===== src/rtl/timer_pkg.sv =====
`default_nettype none
// ============================================================================
//  Module      : timer_pkg
//  Description : Shared constants, register-select encoding and byte-lane
//                merge helper for the 64-bit APB timer register file.
//  Ports       : none (package)
//  Revision    : 1.0 - initial release
// ============================================================================
package timer_pkg;

  // Largest legal prescaler exponent (tick every 2^DIV_MAX cycles)
  localparam int DIV_MAX = 8;

  // Register word offsets
  localparam int TCR_A   = 'h000;
  localparam int TDR0_A  = 'h004;
  localparam int TDR1_A  = 'h008;
  localparam int TCMP0_A = 'h00C;
  localparam int TCMP1_A = 'h010;
  localparam int TIER_A  = 'h014;
  localparam int TISR_A  = 'h018;
  localparam int THCSR_A = 'h01C;

  // Reset values
  localparam logic [31:0] TCR_RST  = 32'h0000_0100;
  localparam logic [31:0] TDR_RST  = 32'h0000_0000;
  localparam logic [31:0] TCMP_RST = 32'hFFFF_FFFF;

  // Implemented TCR bits: [11:8] div_val, [1] div_en, [0] timer_en
  localparam logic [31:0] TCR_MASK = 32'h0000_0F03;

  typedef enum logic [3:0] {
    SEL_TCR,
    SEL_TDR0,
    SEL_TDR1,
    SEL_TCMP0,
    SEL_TCMP1,
    SEL_TIER,
    SEL_TISR,
    SEL_THCSR,
    SEL_NONE
  } reg_sel_e;

  // Replace only the byte lanes whose strobe is set
  function automatic logic [31:0] byte_merge(input logic [31:0] old_v,
                                             input logic [31:0] new_v,
                                             input logic [3:0]  strb);
    logic [31:0] res;
    res = old_v;
    for (int n = 0; n < 4; n++) begin
      if (strb[n]) res[8*n +: 8] = new_v[8*n +: 8];
    end
    return res;
  endfunction

endpackage
`default_nettype wire


===== src/rtl/timer_cnt.sv =====
`default_nettype none
// ============================================================================
//  Module      : timer_cnt
//  Description : Prescaler and free-running counter of the APB timer.
//                A tick is produced every cycle (div_en=0) or every
//                2^div_val cycles (div_en=1); each tick adds one to the
//                counter. Word loads from the register file override the
//                addressed word and suppress any carry into the other word.
//  Ports       : clk, rst       - clock, synchronous active-high reset
//                timer_en_i     - run enable
//                div_en_i       - prescaler enable
//                div_val_i      - prescaler exponent (saturated at DIV_MAX)
//                halt_i         - freeze prescaler and counter
//                ps_clr_i       - restart prescaler (TCR written)
//                ld_lo_i/ld_hi_i- load low / high counter word
//                ld_data_i      - load data (already byte-merged)
//                cnt_o          - counter value
//  Revision    : 1.0 - initial release
// ============================================================================
module timer_cnt #(
  parameter int CNT_W   = 64,
  parameter int DIV_MAX = 8
) (
  input  logic             clk,
  input  logic             rst,
  input  logic             timer_en_i,
  input  logic             div_en_i,
  input  logic [3:0]       div_val_i,
  input  logic             halt_i,
  input  logic             ps_clr_i,
  input  logic             ld_lo_i,
  input  logic             ld_hi_i,
  input  logic [31:0]      ld_data_i,
  output logic [CNT_W-1:0] cnt_o
);

  localparam int          HI_W   = CNT_W - 32;
  localparam int          PS_W   = DIV_MAX;
  localparam logic [3:0]  DV_SAT = 4'(DIV_MAX);

  logic [PS_W-1:0]  ps_q, ps_d;
  logic [CNT_W-1:0] cnt_q, cnt_d;
  logic             en_q;

  logic [3:0]       w_dv;
  logic [PS_W-1:0]  w_term;
  logic             w_tick;
  logic             w_clr;
  logic [CNT_W-1:0] w_base;

  always_comb begin
    w_dv   = (div_val_i > DV_SAT) ? DV_SAT : div_val_i;
    // Terminal count 2^dv - 1 as a right-shifted all-ones word
    w_term = {PS_W{1'b1}} >> (DV_SAT - w_dv);
    w_tick = timer_en_i & ~halt_i & (~div_en_i | (ps_q == w_term));
    // Falling edge of the run enable wipes the count
    w_clr  = en_q & ~timer_en_i;

    if (!timer_en_i || ps_clr_i) begin
      ps_d = '0;
    end else if (halt_i) begin
      ps_d = ps_q;
    end else if (div_en_i && !w_tick) begin
      ps_d = ps_q + PS_W'(1);
    end else begin
      ps_d = '0;
    end

    w_base = w_clr ? '0 : cnt_q;
    cnt_d  = w_tick ? (cnt_q + CNT_W'(1)) : w_base;
    // A load keeps the untouched word exactly as it was (no carry this cycle)
    if (ld_lo_i) begin
      cnt_d = {w_base[CNT_W-1:32], ld_data_i};
    end else if (ld_hi_i) begin
      cnt_d = {ld_data_i[HI_W-1:0], w_base[31:0]};
    end
  end

  always_ff @(posedge clk) begin
    if (rst) begin
      ps_q  <= '0;
      cnt_q <= '0;
      en_q  <= 1'b0;
    end else begin
      ps_q  <= ps_d;
      cnt_q <= cnt_d;
      en_q  <= timer_en_i;
    end
  end

  assign cnt_o = cnt_q;

endmodule
`default_nettype wire


===== src/rtl/timer_core.sv =====
`default_nettype none
// ============================================================================
//  Module      : timer_core
//  Description : Register file and counting engine of the 64-bit APB timer.
//                Decodes qualified APB accesses, holds TCR/TCMP/TIER/TISR,
//                drives the read mux and the registered interrupt output,
//                and instantiates timer_cnt for the prescaler and counter.
//  Build macro : TIMER_HALT_EN - adds dbg_mode and THCSR (0x01C) halt control
//  Ports       : clk, rst        - clock, synchronous active-high reset
//                dbg_mode        - debug halt source (TIMER_HALT_EN only)
//                wr_en, rd_en    - qualified access strobes
//                pslverr         - setup-stage error, blocks the write
//                addr/wdata/pstrb- raw APB address, data, byte strobes
//                prdata          - combinational read data
//                timer_en/div_en/div_val - TCR fields for the setup stage
//                tim_int         - registered interrupt
//  Revision    : 1.0 - initial release
// ============================================================================
module timer_core #(
  parameter int CNT_W   = 64,
  parameter int DIV_MAX = timer_pkg::DIV_MAX,
  parameter int ADDR_W  = 12
) (
  input  logic              clk,
  input  logic              rst,
`ifdef TIMER_HALT_EN
  input  logic              dbg_mode,
`endif
  input  logic              wr_en,
  input  logic              rd_en,
  input  logic              pslverr,
  input  logic [ADDR_W-1:0] addr,
  input  logic [31:0]       wdata,
  input  logic [3:0]        pstrb,
  output logic [31:0]       prdata,
  output logic              timer_en,
  output logic              div_en,
  output logic [3:0]        div_val,
  output logic              tim_int
);

  import timer_pkg::*;

  localparam int HI_W = CNT_W - 32;

  logic [31:0]      tcr_q, tcr_d;
  logic [31:0]      tcmp0_q, tcmp0_d;
  logic [31:0]      tcmp1_q, tcmp1_d;
  logic             tier_q, tier_d;
  logic             int_st_q, int_st_d;
  logic             tim_int_q;

  reg_sel_e         w_sel;
  logic             w_wr;
  logic [CNT_W-1:0] w_cnt;
  logic [31:0]      w_cnt_lo, w_cnt_hi;
  logic [31:0]      w_ld_data;
  logic             w_ld_lo, w_ld_hi;
  logic             w_match, w_w1c;
  logic             w_halt;

  // ---------------------------------------------------------------- decode
  always_comb begin
    w_sel = SEL_NONE;
    if      (addr == ADDR_W'(TCR_A))   w_sel = SEL_TCR;
    else if (addr == ADDR_W'(TDR0_A))  w_sel = SEL_TDR0;
    else if (addr == ADDR_W'(TDR1_A))  w_sel = SEL_TDR1;
    else if (addr == ADDR_W'(TCMP0_A)) w_sel = SEL_TCMP0;
    else if (addr == ADDR_W'(TCMP1_A)) w_sel = SEL_TCMP1;
    else if (addr == ADDR_W'(TIER_A))  w_sel = SEL_TIER;
    else if (addr == ADDR_W'(TISR_A))  w_sel = SEL_TISR;
`ifdef TIMER_HALT_EN
    else if (addr == ADDR_W'(THCSR_A)) w_sel = SEL_THCSR;
`endif
  end

  assign w_wr = wr_en & ~pslverr;

  // ----------------------------------------------------------- halt control
`ifdef TIMER_HALT_EN
  logic halt_req_q, halt_req_d;
  logic w_halt_ack;

  assign w_halt_ack = halt_req_q & dbg_mode;
  assign w_halt     = w_halt_ack;

  always_comb begin
    halt_req_d = halt_req_q;
    if (w_wr && (w_sel == SEL_THCSR) && pstrb[0]) halt_req_d = wdata[0];
  end

  always_ff @(posedge clk) begin
    if (rst) halt_req_q <= 1'b0;
    else     halt_req_q <= halt_req_d;
  end
`else
  assign w_halt = 1'b0;
`endif

  // ------------------------------------------------------ counter interface
  assign w_cnt_lo  = w_cnt[31:0];
  assign w_cnt_hi  = 32'(w_cnt[CNT_W-1:32]);
  assign w_ld_lo   = w_wr & (w_sel == SEL_TDR0);
  assign w_ld_hi   = w_wr & (w_sel == SEL_TDR1);
  // Partial-strobe TDR writes keep the current counter bytes in unused lanes
  assign w_ld_data = byte_merge((w_sel == SEL_TDR1) ? w_cnt_hi : w_cnt_lo,
                                wdata, pstrb);

  timer_cnt #(
    .CNT_W   (CNT_W),
    .DIV_MAX (DIV_MAX)
  ) u_cnt (
    .clk        (clk),
    .rst        (rst),
    .timer_en_i (tcr_q[0]),
    .div_en_i   (tcr_q[1]),
    .div_val_i  (tcr_q[11:8]),
    .halt_i     (w_halt),
    .ps_clr_i   (w_wr & (w_sel == SEL_TCR)),
    .ld_lo_i    (w_ld_lo),
    .ld_hi_i    (w_ld_hi),
    .ld_data_i  (w_ld_data),
    .cnt_o      (w_cnt)
  );

  // --------------------------------------------------- register next-state
  always_comb begin
    tcr_d   = tcr_q;
    tcmp0_d = tcmp0_q;
    tcmp1_d = tcmp1_q;
    tier_d  = tier_q;
    if (w_wr) begin
      case (w_sel)
        SEL_TCR:   tcr_d   = byte_merge(tcr_q, wdata, pstrb) & TCR_MASK;
        SEL_TCMP0: tcmp0_d = byte_merge(tcmp0_q, wdata, pstrb);
        SEL_TCMP1: tcmp1_d = byte_merge(tcmp1_q, wdata, pstrb);
        SEL_TIER:  if (pstrb[0]) tier_d = wdata[0];
        default:   ;
      endcase
    end

    // Compare is evaluated whether or not the timer runs; set beats W1C
    w_match  = (w_cnt == {tcmp1_q[HI_W-1:0], tcmp0_q});
    w_w1c    = w_wr & (w_sel == SEL_TISR) & pstrb[0] & wdata[0];
    int_st_d = w_match | (int_st_q & ~w_w1c);
  end

  always_ff @(posedge clk) begin
    if (rst) begin
      tcr_q     <= TCR_RST;
      tcmp0_q   <= TCMP_RST;
      tcmp1_q   <= TCMP_RST;
      tier_q    <= 1'b0;
      int_st_q  <= 1'b0;
      tim_int_q <= 1'b0;
    end else begin
      tcr_q     <= tcr_d;
      tcmp0_q   <= tcmp0_d;
      tcmp1_q   <= tcmp1_d;
      tier_q    <= tier_d;
      int_st_q  <= int_st_d;
      tim_int_q <= int_st_q & tier_q;
    end
  end

  // --------------------------------------------------------------- read mux
  always_comb begin
    prdata = '0;
    if (rd_en && !rst) begin
      case (w_sel)
        SEL_TCR:   prdata = tcr_q;
        SEL_TDR0:  prdata = w_cnt_lo;
        SEL_TDR1:  prdata = w_cnt_hi;
        SEL_TCMP0: prdata = tcmp0_q;
        SEL_TCMP1: prdata = tcmp1_q;
        SEL_TIER:  prdata = {31'b0, tier_q};
        SEL_TISR:  prdata = {31'b0, int_st_q};
`ifdef TIMER_HALT_EN
        SEL_THCSR: prdata = {30'b0, w_halt_ack, halt_req_q};
`endif
        default:   prdata = '0;
      endcase
    end
  end

  assign timer_en = tcr_q[0];
  assign div_en   = tcr_q[1];
  assign div_val  = tcr_q[11:8];
  assign tim_int  = tim_int_q;

endmodule
`default_nettype wire


===== config.mk =====
export PLATFORM = sky130hd
export DESIGN_NAME = timer_core
export DESIGN_NICKNAME = d
export VERILOG_FILES = /design/src/rtl/timer_pkg.sv /design/src/rtl/timer_cnt.sv /design/src/rtl/timer_core.sv
export SDC_FILE = /design/constraint.sdc
export NUM_CORES = 1
export LEC_CHECK = 0
export ABC_AREA = 1
export CORE_UTILIZATION = 55
export CTS_BUF_LIST = sky130_fd_sc_hd__clkbuf_16
export DETAILED_ROUTE_END_ITERATION = 10
export HOLD_SLACK_MARGIN = 0.08
export PLACE_DENSITY = 0.76
export SYNTH_ARGS = -nofsm -noshare
export SYNTH_HDL_FRONTEND = slang
export SYNTH_HIERARCHICAL = 1
export SYNTH_SLANG_ARGS = --single-unit

===== constraint.sdc =====
create_clock -name clk -period 7.2 [get_ports clk]
set_clock_uncertainty 0.05 [all_clocks]
set_input_delay 1.08 -clock clk [delete_from_list [all_inputs] [get_ports clk]]
set_output_delay 1.08 -clock clk [all_outputs]
set_load 0.01 [all_outputs]

== After elaboration in Yosys (flattened, before gate mapping) ==
Index checks and enable logic that the tools add are counted.

* Register bits after elaboration: 146
* Latch bits: 0
* RAM bits: 0
* Memory bits (read-only): 0
* Input port bits: 53
* Output and inout port bits: 39
* Logic and storage cells: 92
* Memories kept: 0

* Add/sub/neg operators: 3
* Multiply operators: 0
* Div/mod/pow operators: 0
* $lt $le $gt $ge: 1
* Eq/ne operators: 14
* Shift operators: 1
* Mux-type cells: 19
* Bitwise gates (word level): 18
* Reductions and logical operators: 20

{| class="wikitable"
|+ Operator list
! kind !! count
|-
| 2-to-1 mux 64 bit || 4
|-
| case mux 32 bit (7 select lines) || 1
|-
| adder 64 x 1 -> 64 bit, second input constant || 1
|-
| equality test 64 bit || 1
|-
| 2-to-1 mux 32 bit || 2
|-
| equality test 12 x 5 -> 1 bit, second input constant || 3
|-
| AND reduction 3 bit || 11
|-
| 2-to-1 mux 4 bit || 8
|-
| 2-to-1 mux 8 bit || 4
|-
| equality test 12 x 4 -> 1 bit, second input constant || 2
|-
| equality test 12 x 3 -> 1 bit, second input constant || 1
|-
| equality test 4 x 3 -> 1 bit, second input constant || 3
|-
| logical NOT 12 bit || 1
|-
| bitwise AND 1 bit || 11
|-
| adder 8 x 1 -> 8 bit, second input constant || 1
|-
| equality test 4 x 2 -> 1 bit, second input constant || 2
|-
| equality test 8 bit || 1
|-
| >> shifter 8 x 4 -> 8 bit, first input constant || 1
|-
| inverter 1 bit || 5
|-
| equality test 4 x 1 -> 1 bit, second input constant || 1
|-
| > comparator 4 bit, second input constant || 1
|-
| logical NOT 4 bit || 1
|-
| subtractor 4 bit, first input constant || 1
|-
| logical NOT 1 bit || 3
|-
| other kinds (4) || 6
|}

== Depth between registers and ports, before layout ==
* Word-level depth: 15
* Depth in mapped cells: 20
* Mapped depth without buffers: 18

== Hierarchy ==
Netlist, hierarchy kept.

{| class="wikitable"
|+ Modules (own cells, without submodules)
! module !! times used !! cells each !! area each (um^2) !! sequential area each (um^2)
|-
| timer_cnt || 1 || 1,128 || 6,223.5 || 1,461.4
|-
| timer_core || 1 || 907 || 5,574.1 || 1,461.4
|}

== Least setup slack after synthesis ==
Ideal clock, no wire load.

* Kind: input-to-output
* Start: input addr[11]
* End: output prdata[14]
* Arrival time: 2.209 ns
* Data required time: 6.070 ns
* Path slack: 3.861 ns
* Stages on the path: 10
* Cell sequence: nor2_1 -> nand2_2 -> inv_1 -> nand2_1 -> nand3_2 -> nor2_2 -> nor2_8 -> inv_2 -> buf_6 -> nor2_1

* Cells in the longest elaborated chain, start to end: 11
* Elaborated cells on any way between the ends: 23

{| class="wikitable"
|+ RTL lines
! what !! line !! RTL
|-
| start, declared || timer_core.sv:32 || <nowiki>input logic [ADDR_W-1:0] addr,</nowiki>
|-
| equality test 12 x 5 -> 1 bit || timer_core.sv:71 || <nowiki>else if (addr == ADDR_W'(TISR_A)) w_sel = SEL_TISR;</nowiki>
|-
| 2-to-1 mux 4 bit || timer_core.sv:71 ||
|-
| 2-to-1 mux 4 bit || timer_core.sv:70 || <nowiki>else if (addr == ADDR_W'(TIER_A)) w_sel = SEL_TIER;</nowiki>
|-
| 2-to-1 mux 4 bit || timer_core.sv:69 || <nowiki>else if (addr == ADDR_W'(TCMP1_A)) w_sel = SEL_TCMP1;</nowiki>
|-
| 2-to-1 mux 4 bit || timer_core.sv:68 || <nowiki>else if (addr == ADDR_W'(TCMP0_A)) w_sel = SEL_TCMP0;</nowiki>
|-
| 2-to-1 mux 4 bit || timer_core.sv:67 || <nowiki>else if (addr == ADDR_W'(TDR1_A)) w_sel = SEL_TDR1;</nowiki>
|-
| 2-to-1 mux 4 bit || timer_core.sv:66 || <nowiki>else if (addr == ADDR_W'(TDR0_A)) w_sel = SEL_TDR0;</nowiki>
|-
| 2-to-1 mux 4 bit (*) || timer_core.sv:65 || <nowiki>if (addr == ADDR_W'(TCR_A)) w_sel = SEL_TCR;</nowiki>
|-
| equality test 4 x 3 -> 1 bit, or another cell as far along || timer_core.sv:170 || <nowiki>case (w_sel)</nowiki>
|-
| case mux 32 bit (7 select lines) (*) || timer_core.sv:170 ||
|-
| 2-to-1 mux 32 bit (*) || timer_core.sv:169 || <nowiki>if (rd_en && !rst) begin</nowiki>
|-
| end, declared || timer_core.sv:35 || <nowiki>output logic [31:0] prdata,</nowiki>
|}

Every way passes the cells marked *; elsewhere a longest branch is shown, timed or not.

== Worst setup path in the final report ==
* Start: input addr[3]
* End: output prdata[14]

The elaborated chain is that of the path after synthesis.

==> results.ini <==
[pwr]
peakVddDrop_mv=0.147
p_comb_share_pct=5.6
p_int_w=0.00136
p_sw_w=0.000473
switching_share_pct=25.8
power.leakage_nw=5.59
pwr-share-seq_pct=44.0
power.share.clock_pct=50.4
p_per_area_nw_per_um2=138

[worst_setup_path]
endpoint_kind=output port
startpoint=addr[3]
r2r_cells=18
worstSetupEndpoint=prdata[14]
path_class=input pin to output port
cp.arrival_ps=4140
critPathMaxFanout=33
r2r_end=u_cnt/cnt_o[7]
reg2reg_slack_ps=3080
cp.required_ps=6070
r2r_start=tcr_q[11]
start_kind=input pin

[yosys]
ys.flop_type=dfxtp_1
yosysMostFrequentCell=nand2_1
ys_warn_count=6
ys_seq_elements=146
netlist.area_leader.share_pct=24.8
syn_area_per_cell_um2=5.80
ys_seq_area_share_pct=24.8
ys_top_cells_by_area=dfxtp_1, nand2_1, nand3_1
synth_area_um2=11800
synth.top_cells.by_count=nand2_1, nor2_1, nand3_1, inv_1, dfxtp_1
synth_cells=2035
synth_largest_area_cell=dfxtp_1
ys_async_sr_fraction_pct=0
synth_edf_count=0
ys_types=38

[clock_network]
cts_buffer_depth=2
h-tree-depth=4
post_cts_buffers=0
worstSkewPairLatency_ps=440
cts_tree=done
cts_hold_buf=0
cts_sinks=146
cts_root_buf=clkbuf_16
ctsResizeCount=0
clkTransAtPathRegs_ps=70
cts_made_buffers=17

[routing]
drc_errors=0
via_per_inst=5.80
drt-pass1-iter-count=8
wl_um=43300
wl_per_cell_um=18.4
route.vias.total=13631
antenna_left=0
dr.first_iter.drc_count=1780

[grt]
use_met3_pct=9.20
grt_max_degree=66
antenna_found_initial=0
gr-usage-all-layers_pct=39.4
use_met1_pct=55.8
grt_pass1_vias=12054
grt_pass1_wl_um=66900
grt_busiest_layer=met2
gr-total-overflow=0
met2_usage_pct=58.8

[placed_design]
gp_congestion=1.08
dpl-instance-area_um2=12700
dp_hpwl_um=31800
portBuffers=91
dpl.cell_count=2320

[timing]
relSlewSlack_pct=22.3
setup_violations=0
maxSlewViolCount=0
min_period_over_period_pct=73.2
worst_slew_pin_slew_ps=1160
fmax_mhz=190
hold_violations=0
rsz0062_at_grt=false
fin_tns_setup_ps=0
min_period_ps=5270
whs_ps=413

[floorplan]
core_area_um2=21000
fp.dieArea_um2=22000
fp.dieH_um=148
row_count=53
pin_count=92
fp.dieW_um=148
initial_core_util_pct=56.1

[status]
status=finished, final reports clean

[cells_and_area]
final_cells=2352
antenna_cells=0
area_growth_pct=12.2
drive_above_1_share_pct=4.09
final_area_um2=13200
nNetsFinal=2121

[worst_hold_path]
min_path_type=register to register

[run]
drv_cap=0

==> how the worst min path moves through the flow <==
stage | start | endpoint | slack (ps) | cells after the start
after detailed placement | tier_q | tim_int | 390 | 2
final | tier_q | tim_int | 410 | 2
after global placement | tier_q | tim_int | 390 | 2
after global routing | tier_q | tim_int | 430 | 2
after floorplan | tier_q | tim_int | 370 | 2
after CTS | tier_q | tim_int | 410 | 2
==> cells by family after synthesis <==
group / after synthesis / share of synthesized area (%)
and+or+nand+nor: 1225 / 44.1
buffers and inverters: 323 / 11.4
AOI/OAI and AO/OA: 224 / 11.0
DFF: 146 / 24.8
xor gates and xnor gates: 112 / 8.31
adders and majority gates: 4 / 0.424
other: 1 / 0.0318
==> power by group through the flow <==
stage          registers, W  clock network [W]   logic, W
2_1_floorplan      0.000826                  0  0.0000476
3_3_place_gp       0.000826                  0  0.0000977
3_5_place_dp       0.000826                  0  0.0000982
4_1_cts            0.000807           0.000921  0.0000989
5_1_grt            0.000807           0.000962   0.000109
6_report           0.000807           0.000924   0.000102
==> cell type report <==
cell class                 instances  area (µm²)
clock inverter                    15         155
inverter                         230         863
sequential                       146        2920
tap                              275         344
multi-input combinational       1569        7550
timing repair buffer             100         973
fill                            2108        7780
clock buffer                      17         425
==> state kept, by name, summed over array words and instances, names as in the netlist <==
signal	count
u_cnt/ps_q	8
tcmp0_q	32
u_cnt/en_q	1
tim_int	1
tier_q	1
tcr_q	6
tcmp1_q	32
u_cnt/cnt_o	64
int_st_q	1
==> through the flow <==
| step | setup WS, ps | util (%) | power, W |
|---|---|---|---|
| finish | 1930 | 63.0 | 0.00183 |
| global route | 1700 | 63.0 | 0.00188 |
| CTS | 1970 | 63.0 | 0.00183 |
| detailed placement | 1930 | 60.2 | 0.000924 |
| global placement | 2030 | 60.2 | 0.000923 |
| floorplan | 3860 | - | 0.000873 |
==> cells in the final DEF (no fill, tap or decap), types with 10 or more instances in the layout <==
master,netlist,layout
a21oi_1,70,70
a31oi_1,19,19
clkbuf_16,0,17
clkdlybuf4s50_1,0,90
dfxtp_1,146,146
inv_1,216,215
inv_2,9,11
nand2_1,572,572
nand3_1,242,242
nand4_1,35,35
nor2_1,308,305
nor3_1,35,35
o211ai_1,48,48
o21ai_0,74,74
xnor2_1,10,10
xor2_1,102,102
==> worst max-delay path: stages <==
cell and delay [ps]:
clkdlybuf4s50_1 470, nand2_1 180, nor2_1 70, o21ai_1 150, nand2_2 460, inv_2 500, nand3_4 330, nor2_1 190
nor2_1 60, nor2_1 100, clkdlybuf4s50_1 540
==> metal layers <==
layer	wire length (µm)	part of all wire (%)
met2	18200	42
met4	1160	2.7
met5	0	0
met3	5750	13
met1	18200	42
No activity file was read; power rests on OpenSTA's default activity.
